$ cat config.mk
export PLATFORM = sky130hd
export DESIGN_NAME = pipe_hazard_ctrl_flat
export DESIGN_NICKNAME = d
export VERILOG_FILES = /design/src/rtl/pipe_hazard_ctrl_pkg.sv /design/src/rtl/pipe_hazard_ctrl_if.sv /design/src/rtl/pipe_hazard_ctrl_mem_wait_timer.sv /design/src/rtl/pipe_hazard_ctrl.sv /design/src/flat_wrapper.sv
export SDC_FILE = /design/constraint.sdc
export NUM_CORES = 1
export LEC_CHECK = 0
export ABC_CLOCK_PERIOD_IN_PS = 3200
export CAP_MARGIN = 20
export CORE_UTILIZATION = 40
export CTS_CLUSTER_DIAMETER = 40
export CTS_CLUSTER_SIZE = 40
export DETAILED_ROUTE_END_ITERATION = 7
export HOLD_SLACK_MARGIN = 0.15
export PLACE_DENSITY = 0.68
export REMOVE_ABC_BUFFERS = 1
export SYNTH_ARGS = -nofsm -noshare
export SYNTH_HDL_FRONTEND = slang
export SYNTH_HIERARCHICAL = 1
export SYNTH_SLANG_ARGS = --single-unit
export TNS_END_PERCENT = 5
$ cat constraint.sdc
create_clock -name clk -period 3.2 [get_ports clk]
set_input_delay 0.64 -clock clk [delete_from_list [all_inputs] [get_ports clk]]
set_output_delay 0.64 -clock clk [all_outputs]
set_load 0.1 [all_outputs]
$ cat src/rtl/pipe_hazard_ctrl_pkg.sv
// Shared encodings for the pipeline hazard sequencer: FSM states, PC source codes
// and the hazard-detection helper.
package pipe_ctrl_pkg;

    typedef enum logic [1:0] {
        ST_RUN      = 2'd0,
        ST_MEM_WAIT = 2'd1,
        ST_ERR      = 2'd2
    } state_e;

    localparam logic [1:0] PCSEL_SEQ = 2'b00;
    localparam logic [1:0] PCSEL_BR  = 2'b01;
    localparam logic [1:0] PCSEL_JMP = 2'b10;

    localparam logic [4:0] REG_ZERO = 5'd0;

    // r0 is hardwired, so a load targeting it can never feed a dependent instruction.
    function automatic logic load_use_hazard(input logic       mem_read,
                                             input logic [4:0] ex_rt,
                                             input logic [4:0] rs,
                                             input logic [4:0] rt,
                                             input logic       uses_rt);
        return mem_read && (ex_rt != REG_ZERO) &&
               ((ex_rt == rs) || (uses_rt && (ex_rt == rt)));
    endfunction

endpackage

$ cat src/rtl/pipe_hazard_ctrl_if.sv
// Handshake/control bundle between the pipeline datapath and pipe_hazard_ctrl.
// Optional perf counter outputs appear when PIPE_HAZARD_PERF_EN is defined.
interface pipe_hazard_ctrl_if #(parameter int unsigned CNT_W = 16);

    logic [4:0]  id_rs;
    logic [4:0]  id_rt;
    logic        id_uses_rt;
    logic        ex_mem_read;
    logic [4:0]  ex_rt;
    logic        mem_access;
    logic        mem_branch_taken;
    logic        mem_jump;
    logic        dmem_ack;

    logic        dmem_req;
    logic        pc_we;
    logic        if_id_we;
    logic        if_id_flush;
    logic        id_ex_we;
    logic        id_ex_flush;
    logic        ex_mem_we;
    logic        ex_mem_flush;
    logic        mem_wb_flush;
    logic [1:0]  pc_sel;
    logic        mem_err;
`ifdef PIPE_HAZARD_PERF_EN
    logic [CNT_W-1:0] stall_cnt;
    logic [CNT_W-1:0] lu_cnt;
    logic [CNT_W-1:0] flush_cnt;
`endif

    modport master (
        output id_rs, id_rt, id_uses_rt, ex_mem_read, ex_rt, mem_access,
               mem_branch_taken, mem_jump, dmem_ack,
        input  dmem_req, pc_we, if_id_we, if_id_flush, id_ex_we, id_ex_flush,
               ex_mem_we, ex_mem_flush, mem_wb_flush, pc_sel, mem_err
`ifdef PIPE_HAZARD_PERF_EN
        , input stall_cnt, lu_cnt, flush_cnt
`endif
    );

    modport slave (
        input  id_rs, id_rt, id_uses_rt, ex_mem_read, ex_rt, mem_access,
               mem_branch_taken, mem_jump, dmem_ack,
        output dmem_req, pc_we, if_id_we, if_id_flush, id_ex_we, id_ex_flush,
               ex_mem_we, ex_mem_flush, mem_wb_flush, pc_sel, mem_err
`ifdef PIPE_HAZARD_PERF_EN
        , output stall_cnt, lu_cnt, flush_cnt
`endif
    );

endinterface

$ cat src/rtl/pipe_hazard_ctrl_mem_wait_timer.sv
// Data-memory wait counter: loads 1 on the first stalled cycle, counts (saturating)
// while waiting, and flags the timeout cycle. MEM_TIMEOUT of 0 never times out.
module mem_wait_timer #(
    parameter int unsigned MEM_TIMEOUT = 64,
    parameter int unsigned CNT_W       = 16
) (
    input  logic clk,
    input  logic rst,
    input  logic start_i,
    input  logic waiting_i,
    input  logic ack_i,
    output logic timeout_o
);

    logic [CNT_W-1:0] cnt_q, cnt_d;

    always_comb begin
        cnt_d = '0;
        if (start_i) begin
            cnt_d = CNT_W'(1);
        end else if (waiting_i && !ack_i) begin
            cnt_d = (cnt_q == '1) ? cnt_q : cnt_q + CNT_W'(1);
        end
    end

    always_ff @(posedge clk or negedge rst) begin
        if (!rst) cnt_q <= '0;
        else      cnt_q <= cnt_d;
    end

    assign timeout_o = waiting_i && !ack_i && (MEM_TIMEOUT != 0) &&
                       (cnt_q == CNT_W'(MEM_TIMEOUT - 1));

endmodule

$ cat src/rtl/pipe_hazard_ctrl.sv
// Pipeline hazard sequencer: per-stage write-enable/flush strobes and PC select.
// Define PIPE_HAZARD_PERF_EN to add stall/load-use/redirect perf counters.
module pipe_hazard_ctrl
    import pipe_ctrl_pkg::*;
#(
    parameter int unsigned MEM_TIMEOUT = 64,
    parameter int unsigned CNT_W       = 16
) (
    input  logic                clk,
    input  logic                rst,
    pipe_hazard_ctrl_if.slave   bus
);

    state_e state_q, state_d;
    logic   waiting, timeout, stall_start, lu_fire, redirect_fire, hazard;

    assign waiting = (state_q == ST_MEM_WAIT);
    assign hazard  = load_use_hazard(bus.ex_mem_read, bus.ex_rt, bus.id_rs,
                                     bus.id_rt, bus.id_uses_rt);

    mem_wait_timer #(.MEM_TIMEOUT(MEM_TIMEOUT), .CNT_W(CNT_W)) u_timer (
        .clk       (clk),
        .rst       (rst),
        .start_i   (stall_start),
        .waiting_i (waiting),
        .ack_i     (bus.dmem_ack),
        .timeout_o (timeout)
    );

    always_ff @(posedge clk or negedge rst) begin
        if (!rst) state_q <= ST_RUN;
        else      state_q <= state_d;
    end

    always_comb begin
        state_d          = state_q;
        stall_start      = 1'b0;
        lu_fire          = 1'b0;
        redirect_fire    = 1'b0;
        bus.dmem_req     = 1'b0;
        bus.pc_we        = 1'b1;
        bus.if_id_we     = 1'b1;
        bus.if_id_flush  = 1'b0;
        bus.id_ex_we     = 1'b1;
        bus.id_ex_flush  = 1'b0;
        bus.ex_mem_we    = 1'b1;
        bus.ex_mem_flush = 1'b0;
        bus.mem_wb_flush = 1'b0;
        bus.pc_sel       = PCSEL_SEQ;

        unique case (state_q)
            ST_RUN, ST_MEM_WAIT: begin
                bus.dmem_req = waiting || bus.mem_access;
                if (bus.dmem_req && !bus.dmem_ack) begin
                    bus.pc_we        = 1'b0;
                    bus.if_id_we     = 1'b0;
                    bus.id_ex_we     = 1'b0;
                    bus.ex_mem_we    = 1'b0;
                    bus.mem_wb_flush = 1'b1;
                    if (!waiting)    begin state_d = ST_MEM_WAIT; stall_start = 1'b1; end
                    else if (timeout) state_d = ST_ERR;
                end else begin
                    // An acked wait cycle is a normal RUN cycle for redirect/load-use.
                    state_d = ST_RUN;
                    if (bus.mem_jump || bus.mem_branch_taken) begin
                        redirect_fire    = 1'b1;
                        bus.pc_sel       = bus.mem_jump ? PCSEL_JMP : PCSEL_BR;
                        bus.if_id_we     = 1'b0;
                        bus.if_id_flush  = 1'b1;
                        bus.id_ex_we     = 1'b0;
                        bus.id_ex_flush  = 1'b1;
                        bus.ex_mem_we    = 1'b0;
                        bus.ex_mem_flush = 1'b1;
                    end else if (hazard) begin
                        lu_fire          = 1'b1;
                        bus.pc_we        = 1'b0;
                        bus.if_id_we     = 1'b0;
                        bus.id_ex_we     = 1'b0;
                        bus.id_ex_flush  = 1'b1;
                    end
                end
            end
            default: begin
                state_d          = ST_ERR;
                bus.pc_we        = 1'b0;
                bus.if_id_we     = 1'b0;
                bus.id_ex_we     = 1'b0;
                bus.ex_mem_we    = 1'b0;
                bus.mem_wb_flush = 1'b1;
            end
        endcase

        if (!rst) begin
            stall_start      = 1'b0;
            lu_fire          = 1'b0;
            redirect_fire    = 1'b0;
            bus.dmem_req     = 1'b0;
            bus.pc_we        = 1'b0;
            bus.if_id_we     = 1'b0;
            bus.if_id_flush  = 1'b1;
            bus.id_ex_we     = 1'b0;
            bus.id_ex_flush  = 1'b1;
            bus.ex_mem_we    = 1'b0;
            bus.ex_mem_flush = 1'b1;
            bus.mem_wb_flush = 1'b1;
            bus.pc_sel       = PCSEL_SEQ;
        end
    end

    assign bus.mem_err = (state_q == ST_ERR);

`ifdef PIPE_HAZARD_PERF_EN
    logic [CNT_W-1:0] stall_cnt_q, lu_cnt_q, flush_cnt_q;

    always_ff @(posedge clk or negedge rst) begin
        if (!rst) begin
            stall_cnt_q <= '0;
            lu_cnt_q    <= '0;
            flush_cnt_q <= '0;
        end else begin
            if ((state_q != ST_RUN) && (stall_cnt_q != '1)) stall_cnt_q <= stall_cnt_q + CNT_W'(1);
            if (lu_fire && (lu_cnt_q != '1))                lu_cnt_q    <= lu_cnt_q + CNT_W'(1);
            if (redirect_fire && (flush_cnt_q != '1))       flush_cnt_q <= flush_cnt_q + CNT_W'(1);
        end
    end

    assign bus.stall_cnt = stall_cnt_q;
    assign bus.lu_cnt    = lu_cnt_q;
    assign bus.flush_cnt = flush_cnt_q;
`else
    logic unused_perf;
    assign unused_perf = lu_fire ^ redirect_fire;
`endif

endmodule

$ cat src/flat_wrapper.sv
// flat-port wrapper written by rule: the top's interface ports become plain ports
module pipe_hazard_ctrl_flat import pipe_ctrl_pkg::*;
#(
    parameter int unsigned MEM_TIMEOUT = 64,
    parameter int unsigned CNT_W       = 16
)
  (clk, rst, bus_id_rs, bus_id_rt, bus_id_uses_rt, bus_ex_mem_read, bus_ex_rt, bus_mem_access, bus_mem_branch_taken, bus_mem_jump, bus_dmem_ack, bus_dmem_req, bus_pc_we, bus_if_id_we, bus_if_id_flush, bus_id_ex_we, bus_id_ex_flush, bus_ex_mem_we, bus_ex_mem_flush, bus_mem_wb_flush, bus_pc_sel, bus_mem_err);
  pipe_hazard_ctrl_if #(.CNT_W(CNT_W)) bus_i ();
  input  logic clk;
  input  logic rst;
  input wire logic [$bits(bus_i.id_rs)-1:0] bus_id_rs;
  input wire logic [$bits(bus_i.id_rt)-1:0] bus_id_rt;
  input wire logic [$bits(bus_i.id_uses_rt)-1:0] bus_id_uses_rt;
  input wire logic [$bits(bus_i.ex_mem_read)-1:0] bus_ex_mem_read;
  input wire logic [$bits(bus_i.ex_rt)-1:0] bus_ex_rt;
  input wire logic [$bits(bus_i.mem_access)-1:0] bus_mem_access;
  input wire logic [$bits(bus_i.mem_branch_taken)-1:0] bus_mem_branch_taken;
  input wire logic [$bits(bus_i.mem_jump)-1:0] bus_mem_jump;
  input wire logic [$bits(bus_i.dmem_ack)-1:0] bus_dmem_ack;
  output wire logic [$bits(bus_i.dmem_req)-1:0] bus_dmem_req;
  output wire logic [$bits(bus_i.pc_we)-1:0] bus_pc_we;
  output wire logic [$bits(bus_i.if_id_we)-1:0] bus_if_id_we;
  output wire logic [$bits(bus_i.if_id_flush)-1:0] bus_if_id_flush;
  output wire logic [$bits(bus_i.id_ex_we)-1:0] bus_id_ex_we;
  output wire logic [$bits(bus_i.id_ex_flush)-1:0] bus_id_ex_flush;
  output wire logic [$bits(bus_i.ex_mem_we)-1:0] bus_ex_mem_we;
  output wire logic [$bits(bus_i.ex_mem_flush)-1:0] bus_ex_mem_flush;
  output wire logic [$bits(bus_i.mem_wb_flush)-1:0] bus_mem_wb_flush;
  output wire logic [$bits(bus_i.pc_sel)-1:0] bus_pc_sel;
  output wire logic [$bits(bus_i.mem_err)-1:0] bus_mem_err;
  assign bus_i.id_rs = bus_id_rs;
  assign bus_i.id_rt = bus_id_rt;
  assign bus_i.id_uses_rt = bus_id_uses_rt;
  assign bus_i.ex_mem_read = bus_ex_mem_read;
  assign bus_i.ex_rt = bus_ex_rt;
  assign bus_i.mem_access = bus_mem_access;
  assign bus_i.mem_branch_taken = bus_mem_branch_taken;
  assign bus_i.mem_jump = bus_mem_jump;
  assign bus_i.dmem_ack = bus_dmem_ack;
  assign bus_dmem_req = bus_i.dmem_req;
  assign bus_pc_we = bus_i.pc_we;
  assign bus_if_id_we = bus_i.if_id_we;
  assign bus_if_id_flush = bus_i.if_id_flush;
  assign bus_id_ex_we = bus_i.id_ex_we;
  assign bus_id_ex_flush = bus_i.id_ex_flush;
  assign bus_ex_mem_we = bus_i.ex_mem_we;
  assign bus_ex_mem_flush = bus_i.ex_mem_flush;
  assign bus_mem_wb_flush = bus_i.mem_wb_flush;
  assign bus_pc_sel = bus_i.pc_sel;
  assign bus_mem_err = bus_i.mem_err;
  pipe_hazard_ctrl #(.MEM_TIMEOUT(MEM_TIMEOUT), .CNT_W(CNT_W)) u_core (.clk(clk), .rst(rst), .bus(bus_i));
endmodule
==> results of run 1 <==
==> logic make-up after synthesis <==
logic type | after synthesis
DFF | 18
muxes | 2
AOI/OAI and AO/OA | 29
buffers and inverters | 12
adders and majority gates | 1
and+or+nand+nor | 70
xor gates and xnor gates | 14
==> metrics by stage <==
stage	worst slack [ns]	cells	util, %	cell area [sq um]	power (mW)
5_1_grt	0.0224	228	60.6	1860	0.575
6_report	0.0874	228	60.6	1860	0.548
3_3_place_gp	0.0367	224	59.3	1830	0.417
2_1_floorplan	-3.56	139	-	1270	0.331
3_5_place_dp	-0.000795	224	59.3	1830	0.419
4_1_cts	0.00981	228	60.5	1860	0.556
==> routing by layer <==
| layer | part of all wire (%) | GRT usage, % |
|---|---|---|
| met5 | 0 | 0 |
| met4 | 0.62 | 3.06 |
| met3 | 5.5 | 3.71 |
| met2 | 51 | 36.9 |
| met1 | 43 | 25.2 |
==> power by group through the flow <==
stage / Combinational, mW / Clock [mW] / Sequential [mW]
after CTS: 0.182 / 0.141 / 0.233
final: 0.181 / 0.133 / 0.233
after global routing: 0.191 / 0.150 / 0.234
after floorplan: 0.0944 / 0 / 0.237
after global placement: 0.180 / 0 / 0.237
after detailed placement: 0.182 / 0 / 0.238
==> worst max-delay path, stage by stage <==
cell and delay, ns:
clkdlybuf4s50_1 0.41, or4_1 0.53, o21a_1 0.22, a2111oi_2 0.30
buf_4 0.20, buf_12 0.17
==> state kept, by name (all words and copies together), names as in the netlist <==
register,flops
u_core/state_q,2
u_core/u_timer/cnt_q,16
==> timing repair <==
| action | in CTS | in global routing |
|---|---|---|
| hold endpoints to repair | 0 | 0 |
| hold buffers | 0 | 0 |
| gates resized for setup | 0 | 1 |
| endpoints found under the setup margin | 0 | 2 |
==> area by class of cell <==
| class | instances | area [sq um] | share of cell area (%) |
|---|---|---|---|
| Timing Repair Buffer | 41 | 503 | 27.0 |
| Tap cell | 44 | 55.1 | 2.95 |
| Sequential cell | 18 | 450 | 24.2 |
| Inverter | 5 | 18.8 | 1.01 |
| Multi-Input combinational cell | 116 | 801 | 43.0 |
| Clock buffer | 4 | 36.3 | 1.95 |
==> path summary, 6_finish.rpt <==
check	from	end	slack, ns	cells after the start
max	bus_ex_rt[1]	bus_if_id_we	0.09	6
min	u_core/state_q[1]	u_core/state_q[0]	0.57	1
max reg2reg	u_core/u_timer/cnt_q[0]	u_core/u_timer/cnt_q[9]	1.27	5
min reg2reg	u_core/state_q[1]	u_core/state_q[0]	0.57	1
max in group asynchronous	rst	u_core/u_timer/cnt_q[9]	2.25	2
min in group asynchronous	rst	u_core/u_timer/cnt_q[15]	0.76	2
==> Yosys cell counts (2+ instances only) <==
cell type  number  area share (%)
a31oi_1         5             2.4
nor2b_1         2            0.95
clkbuf_1        3            0.86
a31o_2          2             1.3
dfrtp_1        18              34
o21ai_0         3             1.1
nand2_1         7             2.0
o31ai_1         2             1.1
nor3b_1         2             1.1
mux2i_1         2             1.5
a21oi_1         9             3.4
nor2_1          9             2.6
buf_4           2             1.1
xnor2_1        14             9.3
and4b_1         2             1.5
nand4b_1        2             1.3
nor4_4          2             3.2
nand4_1         5             2.4
a211oi_1        2             1.1
nand2b_1        4             1.9
nand3_1         7             2.7
o21ai_1         3             1.1
or2_2           2            0.95
nor3_1          6             2.3
or3_1           5             2.4
nor4_1          2            0.95
inv_1           5             1.4
and3_1          3             1.4
==> metrics.md, run 1 <==
| Metric | Value |
|---|---|
| Outcome | complete, no violations |
| Final setup fails | 0 |
| Max-cap check violation count | 0 |
| Share of layout cells above drive strength 1 | 20.1% |
| Comb power frac | 33.1% |
| Compound-Gate Fraction of Synth Area | 13.9% |
| Fin Hold WS | 0.565 ns |
| Nets | 209 |
| Via count | 1242 |
| Leak Pwr | 0.751 nW |
| Critical path arrival | 2.47 ns |
| Final Hold Viols | 0 |
| H-Tree Depth | 1 |
| Max Clk Rate | 0.321 GHz |
| Clock latency on the worst-skew pair | 0.28 ns |
| Starting Density | 42.6% |
| Slew Limit Headroom | 60.4% |
| Antenna violations before repair | 0 |
| Kind of critical path | input port to output pin |
| Clk pin slew, worst setup/hold paths | 0.10 ns |
| Simple-Gate Fraction of Synth Area | 35.3% |
| Peak supply drop | 253 uV |
| WL final | 3250 um |
| Hold Crit Class | flip-flop to flip-flop |
| Most common library cell in the layout ignoring fill and taps | clkdlybuf4s50_1 |
| DIE AREA | 3510 sq um |
| Area growth syn-to-layout | 42.0% |
| Reg power frac | 42.6% |
| Crit path capture type | output pin |
| Residual DRC | 0 |
| Height of the die | 59.3 um |
| Max clock buf depth | 2 |
| N_diodes | 0 |
| Post-synthesis async set-or-reset flop share | 100% |
| Measured slew at the worst slew-check pin | 0.589 ns |
| PortBufs | 34 |
| Adder and majority cell fraction of the synthesized area | 0.953% |
| Post-route minimum period | 3.11 ns |
| Largest net degree at the start of global routing | 20 |
| Sequential share of the synthesized area | 34.3% |
| Power per cell area | 294 nW/um^2 |
| WL/cell | 14.3 um |
| XOR/XNOR Fraction of Synth Area | 9.34% |
| Post-CTS Setup Repair Bufs | 0 |
| Vias per cell | 5.45 |
| Largest family of logic cells by synthesized area | simple AND/OR/NAND/NOR gates |
| Clk Tree Root Cell | clkbuf_4 |
| FP Rows | 20 |
| Setup TNS Final | 0 ns |
| RePlAce Congestion | 0.875 |
| RSZ-0062 raised after global routing | false |
| TritonCTS buffer count | 3 |
| Grt ovf | 0 |
| Worst Path Max Fanout | 2 |
| Most frequent cells in the layout | clkdlybuf4s50_1, dfrtp_1, xnor2_1 |
| Vias in the first global route | 1223 |
| Drt pass-1 iters | 4 |
| Clock Sinks | 18 |
| GRT Util Overall | 20.3% |
| Max Slew Vio Count | 0 |
| Final worst path period share | 97.3% |
| Synth Flop Type | dfrtp_1 |
| #FFs+latches synth | 18 |
| Dpl hpwl | 2560 um |
| Mapped cell area | 1310 sq um |
| Chip Width | 59.3 um |
| Number of fill cells | 265 |
| Internal power | 0.377 mW |
| Mux cell area share after synthesis | 1.53% |
| Startpoint types | input port |
| Cell variety after synth | 44 |
| Yosys warns | 6 |
| IO Pins | 35 |
| Core area | 3080 sq um |
| DR iter-0 viols | 45 |
| Avg Cell Area, Syn | 8.99 sq um |
| Sw frac | 31.1% |
| First-pass GRT wire length | 5480 um |
| Critical Path RT | 2.56 ns |
| NetSw | 0.170 mW |
| Post-synth EDFFs | 0 |
| Setup skew after layout | 0.00196 ns |
| Clock power frac | 24.3% |
| Synthesized instance count | 146 |
| CTS tree | done |
| ANT nets after route | 0 |
(Power assumes the default switching activity.)
==> run 2, diff against run 1 <==
--- a/config.mk
+++ b/config.mk
@@ -7,6 +7,8 @@
 export LEC_CHECK = 0
 export ABC_CLOCK_PERIOD_IN_PS = 3200
 export CAP_MARGIN = 20
+export CORE_ASPECT_RATIO = 2
+export CORE_MARGIN = 3
 export CORE_UTILIZATION = 40
 export CTS_CLUSTER_DIAMETER = 40
 export CTS_CLUSTER_SIZE = 40
==> run 2 against run 1 <==
Against the previous run: setup slack improved by 0.025 ns; wire length grew 10%; critical endpoint is now bus_id_ex_we; largest power group unchanged; fmax rose by 0.81%.
==> metrics.md, run 2 (synthesis gave the netlist of run 1 again) <==
| Metric | Value |
|---|---|
| Share of layout cells above drive strength 1 | 19.7% (was 20.1%) |
| Tot Pwr | 0.569 mW (was 0.548 mW) |
| Worst Setup SP | bus_ex_rt[2] (was bus_ex_rt[1]) |
| RSZ-0062 raised after global routing | false (unchanged) |
| Clock Sinks | 18 (unchanged) |
| Measured slew at the worst slew-check pin | 0.621 ns (was 0.589 ns) |
| Most frequent cells in the layout | clkdlybuf4s50_1, dfrtp_1, xnor2_1 (unchanged) |
| Core area | 3050 sq um (was 3080 sq um) |
| First-pass GRT wire length | 5910 um (was 5480 um) |
| Starting Density | 43.1% (was 42.6%) |
| Biggest regs | u_core/u_timer/cnt_q x16, u_core/state_q x2 (unchanged) |
| Dpl cell area | 1810 sq um (was 1830 sq um) |
| Antenna violations before repair | 0 (unchanged) |
| H-Tree Depth | 1 (unchanged) |
| Residual DRC | 0 (unchanged) |
| Hold path depth | 1 (unchanged) |
| TritonCTS buffer count | 3 (unchanged) |
| Peak supply drop | 280 uV (was 253 uV) |
| WHS Endpoint | u_core/u_timer/cnt_q[14] (was u_core/state_q[0]) |
| Final setup fails | 0 (unchanged) |
| Placed cells | 210 (was 224) |
| DR iter-0 viols | 30 (was 45) |
| Number of fill cells | 256 (was 265) |
| Vias per cell | 6.03 (was 5.45) |
| Non-Filler Instances | 213 (was 228) |
| Grt ovf | 0 (unchanged) |
| Hold Crit Start | u_core/u_timer/cnt_q[14] (was u_core/state_q[1]) |
| RR Startpoint | u_core/u_timer/cnt_q[0] (unchanged) |
| Nets | 209 (unchanged) |
| Clock latency on the worst-skew pair | 0.25 ns (was 0.28 ns) |
| FP Rows | 28 (was 20) |
| Setup skew after layout | 0.00360 ns (was 0.00196 ns) |
| Largest net degree at the start of global routing | 20 (unchanged) |
| Critical path arrival | 2.45 ns (was 2.47 ns) |
| Startpoint types | input port (unchanged) |
| Worst reg-to-reg path cell count | 5 (unchanged) |
| Leak Pwr | 0.744 nW (was 0.751 nW) |
| Post-route cell area | 1860 sq um (about the same) |
| Sequential cell area | 450 sq um (unchanged) |
| Hold Crit Class | flip-flop to flip-flop (unchanged) |
| Critical Path RT | 2.56 ns (about the same) |
| Power per cell area | 306 nW/um^2 (was 294 nW/um^2) |
| Worst Path Max Fanout | 2 (unchanged) |
| Clk pin slew, worst setup/hold paths | 0.06 ns (was 0.10 ns) |
| Chip Width | 46.5 um (was 59.3 um) |
| DIE AREA | 4050 sq um (was 3510 sq um) |
| Kind of critical path | input port to output pin (unchanged) |
| Area of the multi-input gates | 813 sq um (was 801 sq um) |
| IO Pins | 35 (unchanged) |
| Largest register FFs | 16 (unchanged) |
| Max-cap check violation count | 0 (unchanged) |
| PortBufs | 34 (unchanged) |
| Dpl ws | -0.0229 ns (was -0.000795 ns) |
| GRT Util Overall | 19.6% (was 20.3%) |
| R2R setup slack | 1.22 ns (was 1.27 ns) |
| Area growth syn-to-layout | 41.8% (was 42.0%) |
| Reg2reg end | u_core/u_timer/cnt_q[9] (unchanged) |
| Final worst path period share | 96.5% (was 97.3%) |
| Max Clk Rate | 0.324 GHz (was 0.321 GHz) |
| Register with the most flip-flops | u_core/u_timer/cnt_q (unchanged) |
| WL/cell | 16.8 um (was 14.3 um) |
| Post-route minimum period | 3.09 ns (was 3.11 ns) |
| Final Hold Viols | 0 (unchanged) |
| Setup WS post-layout | 0.113 ns (was 0.0874 ns) |
| Slew Limit Headroom | 58.3% (was 60.4%) |
| Most common library cell in the layout ignoring fill and taps | clkdlybuf4s50_1 (unchanged) |
| Height of the die | 87.0 um (was 59.3 um) |
| Via count | 1285 (was 1242) |
| WL final | 3580 um (was 3250 um) |
| Max Slew Vio Count | 0 (unchanged) |
| Outcome | complete, no violations (unchanged) |
| Crit path capture type | output pin (unchanged) |
| ANT nets after route | 0 (unchanged) |
| CTS tree | done (unchanged) |
| RePlAce Congestion | 0.938 (was 0.875) |
| Drt pass-1 iters | 4 (unchanged) |
| Dpl hpwl | 2850 um (was 2560 um) |
| Vias in the first global route | 1280 (was 1223) |
| N_diodes | 0 (unchanged) |
| Max clock buf depth | 2 (unchanged) |
| Clk Tree Root Cell | clkbuf_8 (was clkbuf_4) |
## run 2: changes by cell type in the layout (fill, tap and decap cells not counted), sizes merged
cell and delta:
clkbuf -1, dlygate4sd2 +1, dlymetal6s2s -1
## run 2: final cells by class
type,instances,share of cell area [%]
inverters,5,1.01
flip-flops and latches,18,24.2
repair buffers,41,26.8
clock buffers,3,2.22
well taps,30,2.02
multi-input cells,116,43.7
## run 2: worst max-delay path by stage
stage,slack [ns],end,cells after the start
6_report,0.11,bus_id_ex_we,6
5_1_grt,0.02,bus_if_id_we,6
4_1_cts,0.05,bus_id_ex_we,6
3_5_place_dp,-0.02,bus_id_ex_we,6
3_3_place_gp,-0.003,bus_id_ex_we,6
2_1_floorplan,-3.56,bus_id_ex_flush,4
## run 2: what timing repair did
action	4_1_cts	5_1_grt
pin swaps	0	2
endpoints found under the setup margin	2	2
gates resized for setup	1	1
buffers inserted	0	0
hold buffers	0	0
hold endpoints to repair	0	0
## run 2: stage by stage
stage               utilization [%]   TNS, ns  hold WS (ns)
finish                         61.0         0         0.555
floorplan                         -    -16.49         0.344
global placement               59.3  -0.00589         0.533
detailed placement             59.3   -0.0452         0.542
CTS                            60.6         0         0.552
global route                   61.0         0         0.591
## run 2: power breakdown
part           switching [mW]  leakage, nW  internal, mW
Sequential            0.00309        0.250         0.230
Combinational           0.104        0.473        0.0786
Clock                  0.0698       0.0216        0.0835
## run 2: layer usage
layer | GRT usage, % | wire, um | up-vias | part of all wire (%)
li1 | - | - | 619 | -
met1 | 19.3 | 1150 | 599 | 32
met2 | 37.7 | 2080 | 61 | 58
met3 | 3.52 | 290 | 6 | 8.1
met4 | 6.48 | 59 | 0 | 1.6
met5 | 0 | 0 | - | 0
## run 2: worst max-delay path, cell delays in order
cell and delay [ns]:
clkdlybuf4s50_1 0.41, or4_1 0.50, o21a_1 0.24, a2111oi_4 0.29, buf_4 0.19, buf_12 0.17
